### config.mk
export PLATFORM = sky130hd
export DESIGN_NAME = adc_spi_rx
export DESIGN_NICKNAME = d
export VERILOG_FILES = /design/src/rtl/adc_spi_rx.sv
export SDC_FILE = /design/constraint.sdc
export NUM_CORES = 1
export LEC_CHECK = 0
export BUFFER_PORTS_ARGS = -buffer_cell sky130_fd_sc_hd__buf_4
export CAP_MARGIN = 5
export CORE_MARGIN = 10
export CORE_UTILIZATION = 61
export DETAILED_ROUTE_END_ITERATION = 7
export HOLD_SLACK_MARGIN = 0.1
export PLACE_DENSITY = 0.82
export SLEW_MARGIN = 20
export SYNTH_ARGS = -nofsm -noshare
export SYNTH_HDL_FRONTEND = slang
export SYNTH_SLANG_ARGS = --single-unit
### constraint.sdc
create_clock -name clk -period 3.2 [get_ports clk]
set_input_delay 0.96 -clock clk [delete_from_list [all_inputs] [get_ports clk]]
set_output_delay 0.96 -clock clk [all_outputs]
set_load 0.01 [all_outputs]
### src/rtl/adc_spi_rx.sv
// adc_spi_rx: SPI ADC frame capture gated by cs_n; define ADC_ZERO_CHECK_EN to reject frames with nonzero leading bits.
module adc_spi_rx #(
  parameter int SCLK_DIV = 4,
  parameter int NBITS = 16,
  parameter int DBITS = 12
) (
  input  logic clk,
  input  logic rst,
  input  logic cs_n,
  input  logic sdata,
  output logic sclk,
  output logic [DBITS-1:0] sample,
  output logic sample_valid,
  output logic busy,
  output logic frame_err
);
  localparam int HW = $clog2(SCLK_DIV + 1);
  localparam int BW = $clog2(NBITS + 1);
  typedef enum logic [1:0] {IDLE, SHIFT, DONE, WAIT_HIGH} state_t;
  state_t state_q, state_d;
  logic [HW-1:0] hp_q, hp_d;
  logic [BW-1:0] bit_q, bit_d;
  logic [NBITS-1:0] sh_q, sh_d;
  logic [DBITS-1:0] sample_q, sample_d;
  logic sclk_q, sclk_d, valid_q, valid_d, busy_q, busy_d, err_q, err_d;
  logic cs_prev_q, cs_prev_d, arm_q, arm_d, tc, bad;
`ifdef ADC_ZERO_CHECK_EN
  assign bad = |sh_q[NBITS-1:DBITS];
`else
  assign bad = 1'b0;
`endif
  assign tc = hp_q == HW'(SCLK_DIV - 1);
  always_comb begin
    state_d = state_q;
    hp_d = hp_q;
    bit_d = bit_q;
    sh_d = sh_q;
    sample_d = sample_q;
    sclk_d = sclk_q;
    busy_d = busy_q;
    valid_d = 1'b0;
    err_d = 1'b0;
    cs_prev_d = cs_n;
    // a cs_n already low when reset releases must go high before a frame can start
    arm_d = arm_q | cs_n;
    case (state_q)
      IDLE: if (!cs_n && cs_prev_q && arm_q) begin
        state_d = SHIFT;
        hp_d = '0;
        bit_d = '0;
        sh_d = '0;
        sclk_d = 1'b1;
        busy_d = 1'b1;
      end
      SHIFT: begin
        hp_d = tc ? '0 : hp_q + 1'b1;
        sclk_d = tc ? ~sclk_q : sclk_q;
        if (tc && !sclk_q) begin
          sh_d = {sh_q[NBITS-2:0], sdata};
          bit_d = bit_q + 1'b1;
        end
        // the final rising edge wins over a simultaneous cs_n release
        if (bit_d == BW'(NBITS)) state_d = DONE;
        else if (cs_n) begin
          state_d = IDLE;
          sclk_d = 1'b1;
          busy_d = 1'b0;
          err_d = 1'b1;
        end
      end
      DONE: begin
        busy_d = 1'b0;
        sample_d = bad ? sample_q : sh_q[DBITS-1:0];
        valid_d = !bad;
        err_d = bad;
        state_d = cs_n ? IDLE : WAIT_HIGH;
      end
      default: state_d = cs_n ? IDLE : WAIT_HIGH;
    endcase
  end
  always_ff @(posedge clk or posedge rst) begin
    if (rst) begin
      state_q <= IDLE;
      hp_q <= '0;
      bit_q <= '0;
      sh_q <= '0;
      sample_q <= '0;
      sclk_q <= 1'b1;
      valid_q <= 1'b0;
      busy_q <= 1'b0;
      err_q <= 1'b0;
      cs_prev_q <= 1'b1;
      arm_q <= 1'b0;
    end else begin
      state_q <= state_d;
      hp_q <= hp_d;
      bit_q <= bit_d;
      sh_q <= sh_d;
      sample_q <= sample_d;
      sclk_q <= sclk_d;
      valid_q <= valid_d;
      busy_q <= busy_d;
      err_q <= err_d;
      cs_prev_q <= cs_prev_d;
      arm_q <= arm_d;
    end
  end
  assign sclk = sclk_q;
  assign sample = sample_q;
  assign sample_valid = valid_q;
  assign busy = busy_q;
  assign frame_err = err_q;
endmodule

# ---- Word level (Yosys, flattened, before mapping)
# Cells that the tools add are included.
dict set report op_classes {
  addsub 2
  eq_ne 9
  muxes 27
  n_bitwise 2
  reduce_logical 12
}
# cell count
set ops {}
lappend ops {{2-to-1 mux 12 bit} 2}
lappend ops {{case mux 12 bit (2 select lines)} 1}
lappend ops {{2-to-1 mux 5 bit} 3}
lappend ops {{2-to-1 mux 1 bit} 10}
lappend ops {{case mux 5 bit (2 select lines)} 1}
lappend ops {{2-to-1 mux 2 bit} 4}
lappend ops {{!= test 2 bit (second input constant)} 4}
lappend ops {{2-to-1 mux 3 bit} 2}
lappend ops {{case mux 3 bit (2 select lines)} 1}
lappend ops {{adder 5 x 1 -> 5 bit (second input constant)} 1}
lappend ops {{equality test 5 bit (second input constant)} 1}
lappend ops {{case mux 2 bit (2 select lines)} 1}
lappend ops {{AND reduction 2 bit} 2}
lappend ops {{AND reduction 4 bit} 1}
lappend ops {{adder 3 x 1 -> 3 bit (second input constant)} 1}
lappend ops {{equality test 3 x 2 -> 1 bit (second input constant)} 1}
lappend ops {{logical AND 1 bit} 3}
lappend ops {{!= test 3 bit (second input constant)} 1}
lappend ops {{case mux 1 bit (3 select lines)} 1}
lappend ops {{AND reduction 3 bit} 1}
lappend ops {{nonzero test 3 bit} 1}
lappend ops {{equality test 2 x 1 -> 1 bit (second input constant)} 1}
lappend ops {{equality test 2 bit (second input constant)} 1}
lappend ops {{zero test 1 bit} 2}
lappend ops {{other kinds (5)} 5}
dict set report word_totals {
  regBits 40
  inputBits 4
  output_inout_bits 16
  word_cells 63
}

# ---- Depth between registers and ports, before layout
dict set report logic_depth {
  depth_word 7
  depth_mapped 8
  depth_no_buf 7
}

# ---- Least setup slack after synthesis
# No wires, ideal clock.
dict set report synth_path {
  path_type {reg-to-reg}
  from {reg hp_q[0]}
  to {reg state_q[1]}
  setup_time_ps 111
  t_arrival_ps 1964
  required_time_ps 3089
  path_slack_ps 1124
  stages_incl_launch_ff 8
  cell_sequence {dfrtp_1 -> ha_1 -> nor2b_1 -> ha_1 -> or4_4 -> o31ai_4 -> mux2i_4 -> a2111oi_2}
}
dict set report synth_via {
  elab_chain_cells 7
}
# item line
set synth_rtl {}
lappend synth_rtl {{start, declared} 21} ;# logic [HW-1:0] hp_q, hp_d;
lappend synth_rtl {{start signal, assigned} 96} ;# hp_q <= hp_d;
lappend synth_rtl {{equality test 3 x 2 -> 1 bit *} 32} ;# assign tc = hp_q == HW'(SCLK_DIV - 1);
lappend synth_rtl {{logical AND 1 bit *} 58} ;# if (tc && !sclk_q) begin
lappend synth_rtl {{2-to-1 mux 5 bit *} 58}
lappend synth_rtl {{2-to-1 mux 5 bit *} 46} ;# case (state_q)
lappend synth_rtl {{equality test 5 bit *} 63} ;# if (bit_d == BW'(NBITS)) state_d = DONE;
lappend synth_rtl {{2-to-1 mux 2 bit / != test 3 bit (equally long branches)} n/a}
lappend synth_rtl {{case mux 2 bit (2 select lines) / AND reduction 2 bit (equally long branches)} n/a}
lappend synth_rtl {{end signal, assigned} 95} ;# state_q <= state_d;
lappend synth_rtl {{end, declared} 20} ;# state_t state_q, state_d;
# Mark *: on every way between the ends. The rest lies on a longest branch, timed or not. The select of a mux whose other input is x is not followed.
# A chain may end at the register's enable or synchronous reset.

# ---- Worst setup path in the final report
# Same ends and word-level chain as after synthesis.

==> results_dict.tcl <==
set metrics [dict create \
    status "finished clean" \
    r2r-start "hp_q[0]" \
    cts.repair.resized 0 \
    synth_area_per_cell_um2 12.4 \
    start_util_pct 65.1 \
    setup_violations 0 \
    criticalPathCategory "flop to flop" \
    cts_tree "built" \
    fin_cells 203 \
    irDropWorstVdd_uv 473 \
    pin_count 20 \
    critPathMaxFanout 8 \
    p_per_area_nw_per_um2 698 \
    cp-start-kind "flop" \
    diodes 0 \
    finalMaxSlewViolations 0 \
    grt_pass1_wl_mm 5.55 \
    endpoint_kind "flop" \
    yosysWarningCount 0 \
    via_per_inst 6.08 \
    r2r_end "state_q[1]" \
    die_h_um 74.9 \
    synthArstFlopShare_pct 100 \
    nets 182 \
    clockRootBuffer "clkbuf_4" \
    fmax_mhz 427 \
    cts_setup_buffers 0 \
    dieArea_um2 5610 \
    syn2layout_area_growth_pct 13.5 \
    synth_edf_count 0 \
    grt_pass1_vias 1227 \
    rsz0062_at_grt "false" \
    h-tree-depth 2 \
    skew_ns 0.0148 \
    num_vias 1234 \
    cts_made_buffers 5 \
    fin_crit_ns 2.34 \
    yosysSeqAreaShare_pct 54.5 \
    antenna_found_initial 0 \
    clk_latency_ns 0.35 \
    reg2regPathDepth 7 \
    clk_pin_slew_ns 0.12 \
    synthesis.nets 160 \
    min_period_over_period_pct 73.2 \
    grt_max_degree 41 \
    synth_area_um2 1840 \
    dp_hpwl_mm 2.36 \
    drcViolationCount 0 \
    post_drt_wl_per_cell_um 16.2 \
    worst_pin_slew_ns 0.689 \
    synth_flop_cell "dfrtp_1" \
    drt_iter0_markers 70 \
    routed_wl_mm 3.28 \
    hold_depth 2 \
    synth.top_cell.area_share_pct 51.7 \
    fin_util_pct 73.9 \
    netlist_instances 149 \
    hp-start "sh_q[11]" \
    portBuffers 19 \
    finalHoldViolCount 0 \
    reg2reg_slack_ns 0.86 \
    grt_usage_pct 12.9 \
    maxCapViolCount 0 \
    rows 19 \
    critPathRequiredTime_ns 3.44 \
    synthDistinctLibCells 43 \
    placed_cells 195 \
    arrival_ns 2.58 \
    yosysTopAreaCell "dfrtp_1" \
    cts_sinks 40 \
    hold_buffers 0 \
    total_power_mw 1.46 \
    dr.pass1.iters 4 \
    drive_above_1_share_pct 30.2 \
    ys_top_cells_by_area "dfrtp_1, mux2_2, a22o_1" \
    fin_tns_setup_ns 0 \
    grt-ovfl-total 0 \
    slew_headroom_pct 54.1 \
    globalplace.congestion 0.825 \
    min_to "sh_q[11]" \
    dieWidth_um 74.9 \
    min_path_type "flop to flop" \
    power_leakage_nw 1.04 \
    antenna_left 0 \
    clockBufferDepth 2 \
    design.core.area_um2 2830 \
    ys_seq_elements 40 \
]
## worst max-delay path, stage by stage (launching register included)
cell       delay, ns
dfrtp_1         0.39
ha_1            0.17
nor2b_1         0.22
ha_1            0.36
nand4_1         0.20
xnor2_1         0.46
a221oi_1        0.17
a2111oi_2       0.27
## power by group
group	leakage, nW	internal (mW)	switching (mW)
clock	0.0484	0.187	0.165
combinational	0.456	0.202	0.281
sequential	0.537	0.573	0.0498
## synthesized netlist by cell type, types with 2 or more instances
cell and n:
a21o_1 2, a21oi_1 5, a22o_1 13, a31oi_1 2
and2_1 2, buf_2 2, dfrtp_1 38, dfstp_2 2
ha_1 7, inv_1 7, mux2_2 13, nand2_1 15
nand4_1 3, nor2_1 5, nor2b_1 2, o21ai_0 3
xor2_1 2
## registers in the layout, summed over array words and instances, names as in the netlist
signal / count
sample_valid: 1
hp_q: 3
state_q: 2
arm_q: 1
bit_q: 5
sclk: 1
frame_err: 1
sample: 12
busy: 1
cs_prev_q: 1
sh_q: 12
## cell usage in the layout (no fill, tap or decap), types with 2 or more instances in the layout
cell      instances
dfstp_2           2
clkbuf_4          5
a21o_1            2
and2_1            2
mux2_2           13
dfrtp_1          38
ha_1              7
o21ai_0           3
nand2_1          15
buf_4            20
nor2_1            5
nand4_1           3
a31oi_1           2
xor2_1            2
nor2b_1           2
a21oi_1           5
a22o_1           13
inv_1             7
## cell type report
class                           count  area (µm²)
Sequential cell                    40        1000
Multi-Input combinational cell     97         781
Fill cell                         182         739
Timing Repair Buffer               20         150
Clock buffer                        6        51.3
Clock inverter                      2        38.8
Tap cell                           31        38.8
Inverter                            7        26.3
## cell families after synthesis
family,after synthesis,synth area share (%)
simple gates,35,9.92
mux,15,9.72
xor+xnor,3,1.43
fa+ha+maj,7,4.76
buf+inv,12,3.06
compound gates,37,16.6
flops,40,54.5
## metal layers
layer | global-route usage [%] | share of wire (%) | vias up
li1 | - | - | 591
met1 | 15.5 | 45 | 602
met2 | 20.1 | 48 | 33
met3 | 3.68 | 5.5 | 8
met4 | 7.56 | 2.0 | 0
met5 | 0 | 0 | -
## stage by stage
stage | setup slack, ns | hold WS (ns) | area (µm²)
after detailed placement | 0.831 | 0.474 | 2000
final | 0.857 | 0.498 | 2090
after global placement | 0.893 | 0.465 | 2000
after global routing | 0.583 | 0.530 | 2090
after floorplan | 1.12 | 0.444 | 1840
after CTS | 0.871 | 0.502 | 2090
## worst max-delay path by stage
stage	slack [ns]	startpoint	end
after floorplan	1.12	hp_q[0]	state_q[1]
after global placement	0.89	cs_n	bit_q[0]
after detailed placement	0.83	cs_n	bit_q[0]
after CTS	0.87	state_q[1]	bit_q[0]
after global routing	0.58	hp_q[0]	state_q[1]
final	0.86	hp_q[0]	state_q[1]
No activity file was read; power rests on OpenSTA's default activity.
